===== src/rtl/arm_shift_pkg.sv =====
// Shared definitions for the ARM shifter datapath: encoder FSM states,
// rotate-immediate geometry and the shift-type codes used by the shifter.
package arm_shift_pkg;

  // Number of rotate_imm candidates; candidate r rotates by 2*r.
  localparam int unsigned ROT_STEPS = 16;
  // Width of immed_8.
  localparam int unsigned IMM_BITS  = 8;
  // Width of rotate_imm.
  localparam int unsigned ROT_W     = $clog2(ROT_STEPS);
  // Width of shifter_operand {rotate_imm, immed_8}.
  localparam int unsigned OPERAND_W = ROT_W + IMM_BITS;
  // Data path width and rotate amount width.
  localparam int unsigned DATA_W    = 32;
  localparam int unsigned AMT_W     = $clog2(DATA_W);

  // Immediate encoder states.
  typedef enum logic [1:0] {
    ST_IDLE   = 2'b00,
    ST_SEARCH = 2'b01,
    ST_DONE   = 2'b10
  } enc_state_e;

  // Shift-type codes shared with the shifter.
  typedef enum logic [1:0] {
    LSL = 2'b00,
    LSR = 2'b01,
    ASR = 2'b10,
    ROR = 2'b11
  } shift_type_e;

endpackage


===== src/rtl/rot_left_32.sv =====
// 32-bit rotate left with wrap.
// Ports: value (data in), amount (rotate distance 0..31), rotated_c (result).
module rot_left_32
  import arm_shift_pkg::*;
(
  input  logic [DATA_W-1:0] value,
  input  logic [AMT_W-1:0]  amount,
  output logic [DATA_W-1:0] rotated_c
);

  logic [2*DATA_W-1:0] doubled;

  // Shifting a doubled copy left leaves the wrapped result in the upper half.
  always_comb begin
    doubled   = {value, value} << amount;
    rotated_c = doubled[2*DATA_W-1:DATA_W];
  end

endmodule


===== src/rtl/imm_operand_encoder.sv =====
// Iterative search for the 12-bit data-processing immediate {rotate_imm,
// immed_8} that reproduces a 32-bit constant; one rotation tested per cycle,
// smallest rotate_imm wins.
// Ports:
//   clk, reset         clock, synchronous active-high reset
//   start              request, sampled only while idle
//   value, carryFlag   constant and C flag, latched on accept
//   busy               high while searching
//   done               one-cycle result strobe
//   found              constant is encodable (held until next accept)
//   shifter_operand    {rotate_imm, immed_8}, 0 when not found
//   carry              shifter carry-out of the encoding, 0 when not found
module imm_operand_encoder
  import arm_shift_pkg::*;
(
  input  logic                 clk,
  input  logic                 reset,
  input  logic                 start,
  input  logic [DATA_W-1:0]    value,
  input  logic                 carryFlag,
  output logic                 busy,
  output logic                 done,
  output logic                 found,
  output logic [OPERAND_W-1:0] shifter_operand,
  output logic                 carry
);

  enc_state_e           state_q, state_d;
  logic [ROT_W-1:0]     r_q, r_d;
  logic [DATA_W-1:0]    value_q, value_d;
  logic                 cflag_q, cflag_d;
  logic                 busy_d, done_d, found_d, carry_d;
  logic [OPERAND_W-1:0] operand_d;
  logic [DATA_W-1:0]    cand_c;
  logic                 hit_c;

  // Candidate for rotate_imm=r: undo the decode rotate of 2*r.
  rot_left_32 u_rol (
    .value     (value_q),
    .amount    (AMT_W'({r_q, 1'b0})),
    .rotated_c (cand_c)
  );

  assign hit_c = (cand_c[DATA_W-1:IMM_BITS] == '0);

  // Next-state and next-output logic.
  always_comb begin
    state_d   = state_q;
    r_d       = r_q;
    value_d   = value_q;
    cflag_d   = cflag_q;
    found_d   = found;
    operand_d = shifter_operand;
    carry_d   = carry;

    unique case (state_q)
      ST_IDLE: begin
        if (start) begin
          value_d   = value;
          cflag_d   = carryFlag;
          r_d       = '0;
          found_d   = 1'b0;
          operand_d = '0;
          carry_d   = 1'b0;
          state_d   = ST_SEARCH;
        end
      end
      ST_SEARCH: begin
        if (hit_c) begin
          found_d   = 1'b1;
          operand_d = {r_q, cand_c[IMM_BITS-1:0]};
          // Unrotated immediates pass the C flag through.
          carry_d   = (r_q == '0) ? cflag_q : value_q[DATA_W-1];
          state_d   = ST_DONE;
        end else if (r_q == ROT_W'(ROT_STEPS - 1)) begin
          found_d   = 1'b0;
          operand_d = '0;
          carry_d   = 1'b0;
          state_d   = ST_DONE;
        end else begin
          r_d = r_q + ROT_W'(1);
        end
      end
      ST_DONE: begin
        state_d = ST_IDLE;
      end
      default: begin
        state_d = ST_IDLE;
      end
    endcase

    busy_d = (state_d == ST_SEARCH);
    done_d = (state_d == ST_DONE);
  end

  // State and output registers.
  always_ff @(posedge clk) begin
    if (reset) begin
      state_q         <= ST_IDLE;
      r_q             <= '0;
      value_q         <= '0;
      cflag_q         <= 1'b0;
      busy            <= 1'b0;
      done            <= 1'b0;
      found           <= 1'b0;
      shifter_operand <= '0;
      carry           <= 1'b0;
    end else begin
      state_q         <= state_d;
      r_q             <= r_d;
      value_q         <= value_d;
      cflag_q         <= cflag_d;
      busy            <= busy_d;
      done            <= done_d;
      found           <= found_d;
      shifter_operand <= operand_d;
      carry           <= carry_d;
    end
  end

endmodule


===== config.mk =====
export PLATFORM = sky130hd
export DESIGN_NAME = imm_operand_encoder
export DESIGN_NICKNAME = d
export VERILOG_FILES = /design/src/rtl/arm_shift_pkg.sv /design/src/rtl/rot_left_32.sv /design/src/rtl/imm_operand_encoder.sv
export SDC_FILE = /design/constraint.sdc
export NUM_CORES = 1
export LEC_CHECK = 0
export CAP_MARGIN = 20
export CORE_ASPECT_RATIO = 1.4
export CORE_MARGIN = 5
export CORE_UTILIZATION = 48
export CTS_BUF_LIST = sky130_fd_sc_hd__clkbuf_2 sky130_fd_sc_hd__clkbuf_4 sky130_fd_sc_hd__clkbuf_8
export DETAILED_ROUTE_END_ITERATION = 8
export DONT_BUFFER_PORTS = 1
export GPL_TIMING_DRIVEN = 0
export MAX_ROUTING_LAYER = met4
export PLACE_DENSITY = 0.75
export SETUP_SLACK_MARGIN = 0.3
export SLEW_MARGIN = 0
export SYNTH_ARGS = -nofsm -noshare
export SYNTH_HDL_FRONTEND = slang
export SYNTH_SLANG_ARGS = --single-unit

===== constraint.sdc =====
create_clock -name clk -period 3.14 [get_ports clk]
set_input_delay 0.628 -clock clk [delete_from_list [all_inputs] [get_ports clk]]
set_output_delay 0.628 -clock clk [all_outputs]
set_load 0.005 [all_outputs]

==> out/metrics.csv <==
stage;metric;value;unit
place;DP Area;4080;um2
synthesis;Synth area leaders;dfxtp_1, mux4_2, nand2_1;
synthesis;Post-Syn Area;3950;um2
die;DIE AREA;10200;um2
die;I/O Pins;52;
global_routing;largest net degree at the start of global routing;16;
route;DRC Markers;0;
worst_setup_path;crit path kind;reg -> reg;
global_routing;initial antenna violation count;0;
synthesis;Yosys top cell by area;dfxtp_1;
clock_tree;TritonCTS Buffers;5;
route;DR WL met2;7270;um
sta;worst setup margin;0.343;ns
worst_setup_path;Critical Path End;r_q[1]$_SDFFE_PP0P_;
outcome;status;finished clean;
worst_setup_path;RR Endpoint;r_q[1]$_SDFFE_PP0P_;
die;Die H;117;um
clock_tree;CTS sink cnt;55;
final_layout;share of cells above drive strength 1;0.197;
worst_setup_path;Worst path max stage delay;0.37;ns
clock_tree;Worst-Skew Late Latency;0.32;ns
synthesis;post-synth top area share;0.279;
sta;Min Hold Slack;0.430;ns
route;wire per inst;24.1;um
place;GP Congestion;1.01;
synthesis;syn_nets;509;
route;vias post-DR;3890;
synthesis;ys async rst share;0;
worst_setup_path;startpoint types;flip-flop;
pwr;worst vdd ir;249;uV
sta;worst-margin pin slew;0.772;ns
sta;RSZ-0062 raised after global routing;no;
worst_setup_path;CP endpoint kind;flip-flop;
worst_setup_path;Slowest cell on crit path;dfxtp_1;
clock_tree;H-tree Lvls;2;
worst_setup_path;reg2reg start;r_q[1]$_SDFFE_PP0P_;
clock_tree;CTS tree;yes;
global_routing;wire length of the first global-routing pass;21700;um
die;core area;8100;um2
synthesis;Unique masters post-synth;61;
route;Met1 Wirelength;5250;um
route;met3 wire len;980;um
sta;final setup violation count;0;
pwr;PwrDens;400;nW/um2
worst_setup_path;R2R Setup Slk;0.34;ns
synthesis;Top FF cell, synth;dfxtp_1;
global_routing;gr ovfl total;0;
final_layout;footprint of the multi-input gates;2730;um2
die;# rows;39;
synthesis;YS warnings;0;
sta;FMAX;357;MHz
sta;Fin. Hold Viols;0;
global_routing;vias in the first global route;3844;
sta;clk_skew;0.00656;ns
final_layout;Area Overhead vs Synth;13.2;%
die;Initial Util;0.488;
synthesis;count leader, synth;nand2_1;
synthesis;Synth Register Bits;55;
final_layout;sequential standard cell area;1100;um2
place;Post-Place Worst Slack;-0.108;ns
final_layout;fillers;772;
worst_setup_path;WP data arrival;3.05;ns
synthesis;Avg Cell Area, Syn;8.39;um2
synthesis;synthesized instance count;471;
clock_tree;hold buffers post-CTS;0;
min_path;Min-Delay Path Class;in -> reg;
min_path;Hold Path Origin;value[27];
final_layout;post-route cell area;4470;um2
worst_setup_path;reg2reg path depth;12;
worst_setup_path;Critical Path RT;3.39;ns
synthesis;Post-synth EDFFs;0;
global_routing;GRT Util Overall;0.286;
sta;Max transition margin;0.485;
route;antenna-violating nets left;0;
route;top sig layer;met4;
flow_run;MaxCap Viol Count;0;
route;Vias/cell;6.59;
die;DIE WIDTH;86.7;um
pwr;Pwr Total;1.79;mW
worst_setup_path;Crit Path Max Fanout;10;
final_layout;Diodes inserted;0;
route;drt first pass iters;5;
synthesis;register area share after synthesis;0.279;
route;DR iter-0 viols;451;
worst_setup_path;CP startpoint;r_q[1]$_SDFFE_PP0P_;
place;placed wire-length estimate;10700;um
worst_setup_path;crit path cell chain;buf_4 > buf_6 > buf_6 > mux2i_4 > nand2_1 > o41ai_2 > o22ai_2 > nor3_4 > buf_4 > nand2_4 > a31oi_4 > mux2i_1;
clock_tree;Clock Root Buffer;clkbuf_8;
sta;Slew Limit Fails;0;
synthesis;most common library cells after synthesis;nand2_1, dfxtp_1, a21oi_1, nor2_1, mux4_2;
sta;final worst-path cycle share;0.891;
min_path;Hold Path Depth;2;
clock_tree;Reg clk slew, reported paths;0.10;ns
place;# port buffers;0;
final_layout;Layout Nets;526;
sta;minimum clock period;2.80;ns
route;final wirelength;14200;um
pwr;static leakage;1.48;nW
clock_tree;maximum clock path buffer count;2;
[where the power goes]
part           internal [mW]  total (mW)  switching, mW
Clock                  0.243       0.475          0.232
Sequential             0.731       0.781         0.0500
Combinational          0.220       0.532          0.312
Total                   1.19        1.79          0.594
[metrics by stage]
stage / TNS [ns] / util / instances
4_1_cts: 0 / 0.527 / 584
3_3_place_gp: -0.573 / 0.503 / 573
3_5_place_dp: -0.119 / 0.503 / 573
2_1_floorplan: 0 / - / 471
5_1_grt: 0 / 0.552 / 590
6_report: 0 / 0.552 / 590
[registers in the layout, indices dropped and copies added, names as in the netlist]
signal / cells
shifter_operand: 12
cflag_q: 1
done: 1
state_q: 2
r_q: 4
carry: 1
found: 1
busy: 1
value_q: 32
[worst min path at each step]
stage	to	slack, ns
after detailed placement	shifter_operand[11]$_SDFFE_PP0P_	0.48
after CTS	value_q[22]$_SDFFE_PP0P_	0.43
after floorplan	cflag_q$_SDFFE_PP0P_	0.44
after global placement	shifter_operand[11]$_SDFFE_PP0P_	0.46
final	value_q[27]$_SDFFE_PP0P_	0.43
after global routing	value_q[21]$_SDFFE_PP0P_	0.42
[per-layer routing]
metal | global-route usage | vias to the layer above
li1 | - | 1760
met1 | 0.340 | 1868
met2 | 0.463 | 209
met3 | 0.0477 | 53
met4 | 0.137 | 0
met5 | - | -
[critical path: cells and delay by family (launching register included)]
| family | cells | cell delay [ns] |
|---|---|---|
| buf+inv | 4 | 0.73 |
| simple gates | 3 | 0.41 |
| compound gates | 3 | 0.67 |
| mux | 2 | 0.52 |
| flops | 1 | 0.37 |
[cell type report]
class / instances / area share
Clock inverter: 1 / 0.00672
Buffer: 52 / 0.0672
Sequential cell: 55 / 0.247
Clock buffer: 6 / 0.0171
Multi-Input combinational cell: 359 / 0.610
Inverter: 6 / 0.00504
Tap cell: 102 / 0.0285
Timing Repair Buffer: 9 / 0.0190
[cell families after synthesis]
family / after synthesis / share of synthesized area
buf+inv: 58 / 0.0668
mux: 50 / 0.231
compound gates: 106 / 0.174
fa+ha+maj: 2 / 0.00633
flops: 55 / 0.279
simple gates: 200 / 0.244
[repair_timing]
item                                   CTS  global route
setup endpoints to repair               22            21
gates cloned                             0             2
resized for setup                       17            30
endpoints found under the hold margin    0             0
pin swaps                                3             8
buffers inserted                         4             4
[placed cells by master, fill, tap and decap left out, types with 5 or more instances in the layout]
master    count
nand2_1      79
dfxtp_1      53
a21oi_1      51
nor2_1       40
mux4_2       26
clkbuf_1     22
nand3_1      19
nor3_1       14
mux2i_1      13
buf_4        11
nand2b_1      9
o21ai_1       8
buf_1         7
buf_6         7
nor3b_1       7
a211oi_1      7
buf_2         6
inv_1         5
o21ai_0       5
nor4_1        5
mux4_1        5
clkbuf_8      5
(Power assumes the default switching activity.)
==> RTL edit, RTL diff (same settings) <==
Re-encode `enc_state_e` (3 states) as one-hot, 3 bits wide.
--- a/src/rtl/arm_shift_pkg.sv
+++ b/src/rtl/arm_shift_pkg.sv
@@ -15,10 +15,10 @@
   localparam int unsigned AMT_W     = $clog2(DATA_W);
 
   // Immediate encoder states.
-  typedef enum logic [1:0] {
-    ST_IDLE   = 2'b00,
-    ST_SEARCH = 2'b01,
-    ST_DONE   = 2'b10
+  typedef enum logic [2:0] {
+    ST_IDLE   = 3'b001,
+    ST_SEARCH = 3'b010,
+    ST_DONE   = 3'b100
   } enc_state_e;
 
   // Shift-type codes shared with the shifter.
Check against the original RTL: no difference found for any inputs over 10 cycles, from zero or initial values and one cycle with reset high; not proved beyond that.
==> RTL edit against the original RTL <==
Die area down 6.1%. Sequential cell count rose by 1. Setup slack hardly changed. Worst hold slack better by 0.00096 ns. Design area shrank 7.5%. Synthesized area fell by 6.8%. Sequential power grew 2.8%. Maximum frequency is essentially flat. Wire length fell by 12%. Total power decreased by 11%. Utilization increased by 0.65 points.
==> RTL edit: results (changes against the original RTL) <==
Clock tree:
- The post-CTS clock slew at the launch and capture registers of the worst setup and hold paths was 0.10 ns (about the same).
- Clock tree synthesis selected as its root buffer the cell clkbuf_8.
- The number of levels in the clock H-tree is 2 (unchanged).
- The CTS buffer count is 5 (unchanged).
- The clock latency on the worst-skew pair came to 0.32 ns (about the same).

Global route:
- The via count of the first global-routing pass is 3589 (-6.6%).
- The global-route track usage on met2 was 46.05% (-0.22 points).
- The met1 global-route usage is 31.53% (-2.4 points).
- The wire length of the first global-routing pass was 19850 µm (-8.5%).
- The global routing usage summed across all routing layers was 27.23% (-1.3 points).
- The global routing met3 resource utilization is 3.685% (-1.1 points).

Drt:
- The routed via count is 3567 (-8.3%).
- The number of DRC markers in iteration 0 is 217 (-52%).
- The total length of routed wires is 12500 µm (-12%).
- The average detailed-routed wire length per instance is 22.04 µm (-8.5%).
- The length of the first detailed-routing pass in iterations was 5 (unchanged).

Logic synthesis:
- Ranked by total cell area, the synthesized netlist is headed by dfxtp_1, mux2i_1, nand2_1.
- The part of the Yosys area used for sequential elements is 30.45% (+2.6 points).
- The number of nets produced by synthesis is 492 (-3.3%).
- The synthesized area per cell is 8.111 µm² (-3.3%).
- The share of async-settable or async-resettable flops after synthesis is 0% (unchanged).
- The count of unique library cells instantiated by Yosys came to 57 (-6.6%).
- Ranked by instance count, the synthesized netlist is headed by nand2_1, a21oi_1, dfxtp_1.
- The most used flip-flop cell after synthesis is dfxtp_1.
- The synthesis warning total is 0 (unchanged).

Cells and area:
- The net total in the final layout is 507 (-3.6%).
- The layout cell share with drive strength beyond 1 is 18.30% (-1.4 points).
- The antenna diode count came to 0 (unchanged).
- The largest registers in the layout are value_q (32), shifter_operand (12), r_q (4).

Critical path:
- The data arrival time at the worst-slack endpoint came to 3.02 ns (-0.03 ns).
- The largest fanout of any net on the critical path came to 10 (unchanged).

Placed design:
- The routability-driven placement congestion ratio is 0.9637 (-4.1%).
- The number of I/O port buffers is 0 (unchanged).
- The half-perimeter wire length of the detailed placement result is 9595 µm (-10%).
- The post-placement cell count is 551 (-3.8%).

Power and ir drop:
- The leakage component of the power is 1.463 nW (-1.3%).
- The worst supply voltage drop on vdd was 0.2675 mV (+7.5%).

Status:
- The run finished with clean final reports.

STA:
- The post-route clock skew is 0.006816 ns (+0.0002559 ns).
- The worst slew slack as a fraction of its limit is 57.38% (+8.9 points).
[RTL edit: changes by cell type after synthesis, moves of 11 or more]
cell	delta
a22o_1	+11
mux2i_1	+18
mux4_2	-15
nand3_1	-14
nor2_1	-17
[RTL edit: layout make-up]
class / count / area (µm²)
plain buffers: 40 / 212.7
inverters: 5 / 18.77
well taps: 97 / 121.4
clock buffers: 8 / 97.59
flip-flops and latches: 56 / 1132
fillers: 693 / 3271
repair buffers: 8 / 63.81
multi-input cells: 353 / 2490
[RTL edit: critical path: stages (launching register included)]
cell and delay [ns]:
dfxtp_1 0.44, clkbuf_2 0.30, clkbuf_4 0.29, nor4_1 0.07
o41ai_1 0.45, a21oi_2 0.05, buf_4 0.17, o2111a_2 0.29
or3_1 0.36, a32o_1 0.26
[RTL edit: stage by stage]
step	cell area [µm²]	utilization [%]	setup slack (ns)	power (W)	TNS, ns
CTS	3989	53.85	0.3058	0.001580	0
finish	4136	55.84	0.3425	0.001600	0
detailed placement	3804	51.35	-0.3074	0.001136	-4.191
global route	4136	55.84	0.2383	0.001686	0
floorplan	3682	-	0.3817	0.001040	0
global placement	3804	51.35	-0.3152	0.001131	-4.297
[RTL edit: logic make-up after synthesis]
kind of cell,count (synthesis),share of synthesized area [%]
and+or+nand+nor,176,22.97
AOI/OAI and AO/OA,125,23.14
DFF,56,30.45
muxes,49,17.19
buffers and inverters,45,5.334
adders and majority gates,2,0.6795
xor gates and xnor gates,1,0.2379
[RTL edit: routing by layer]
metal / vias to the layer above / part of all wire [%]
met5: - / 0
met4: 0 / 3.9
met3: 31 / 4.4
met2: 135 / 51
met1: 1702 / 40
li1: 1699 / -
[RTL edit: final timing paths]
| path | from | endpoint | slack, ns | cells after the start |
|---|---|---|---|---|
| max | r_q[2] | r_q[2] | 0.34 | 9 |
| min | value[17] | value_q[17] | 0.43 | 2 |
| max reg2reg | r_q[2] | r_q[2] | 0.34 | 9 |
| min reg2reg | cflag_q | cflag_q | 0.46 | 2 |
[RTL edit: power breakdown]
part           switching [W]  internal, W  leakage [nW]  total, W
Clock               0.000234     0.000198        0.0523  0.000432
Combinational       0.000213     0.000151         0.951  0.000364
Sequential         0.0000600     0.000743         0.459  0.000803
[RTL edit: timing repair]
item	in CTS	in global routing
setup endpoints to repair	22	21
buffers inserted	2	5
pin swaps	4	19
gates resized for setup	26	34
gates cloned	0	1
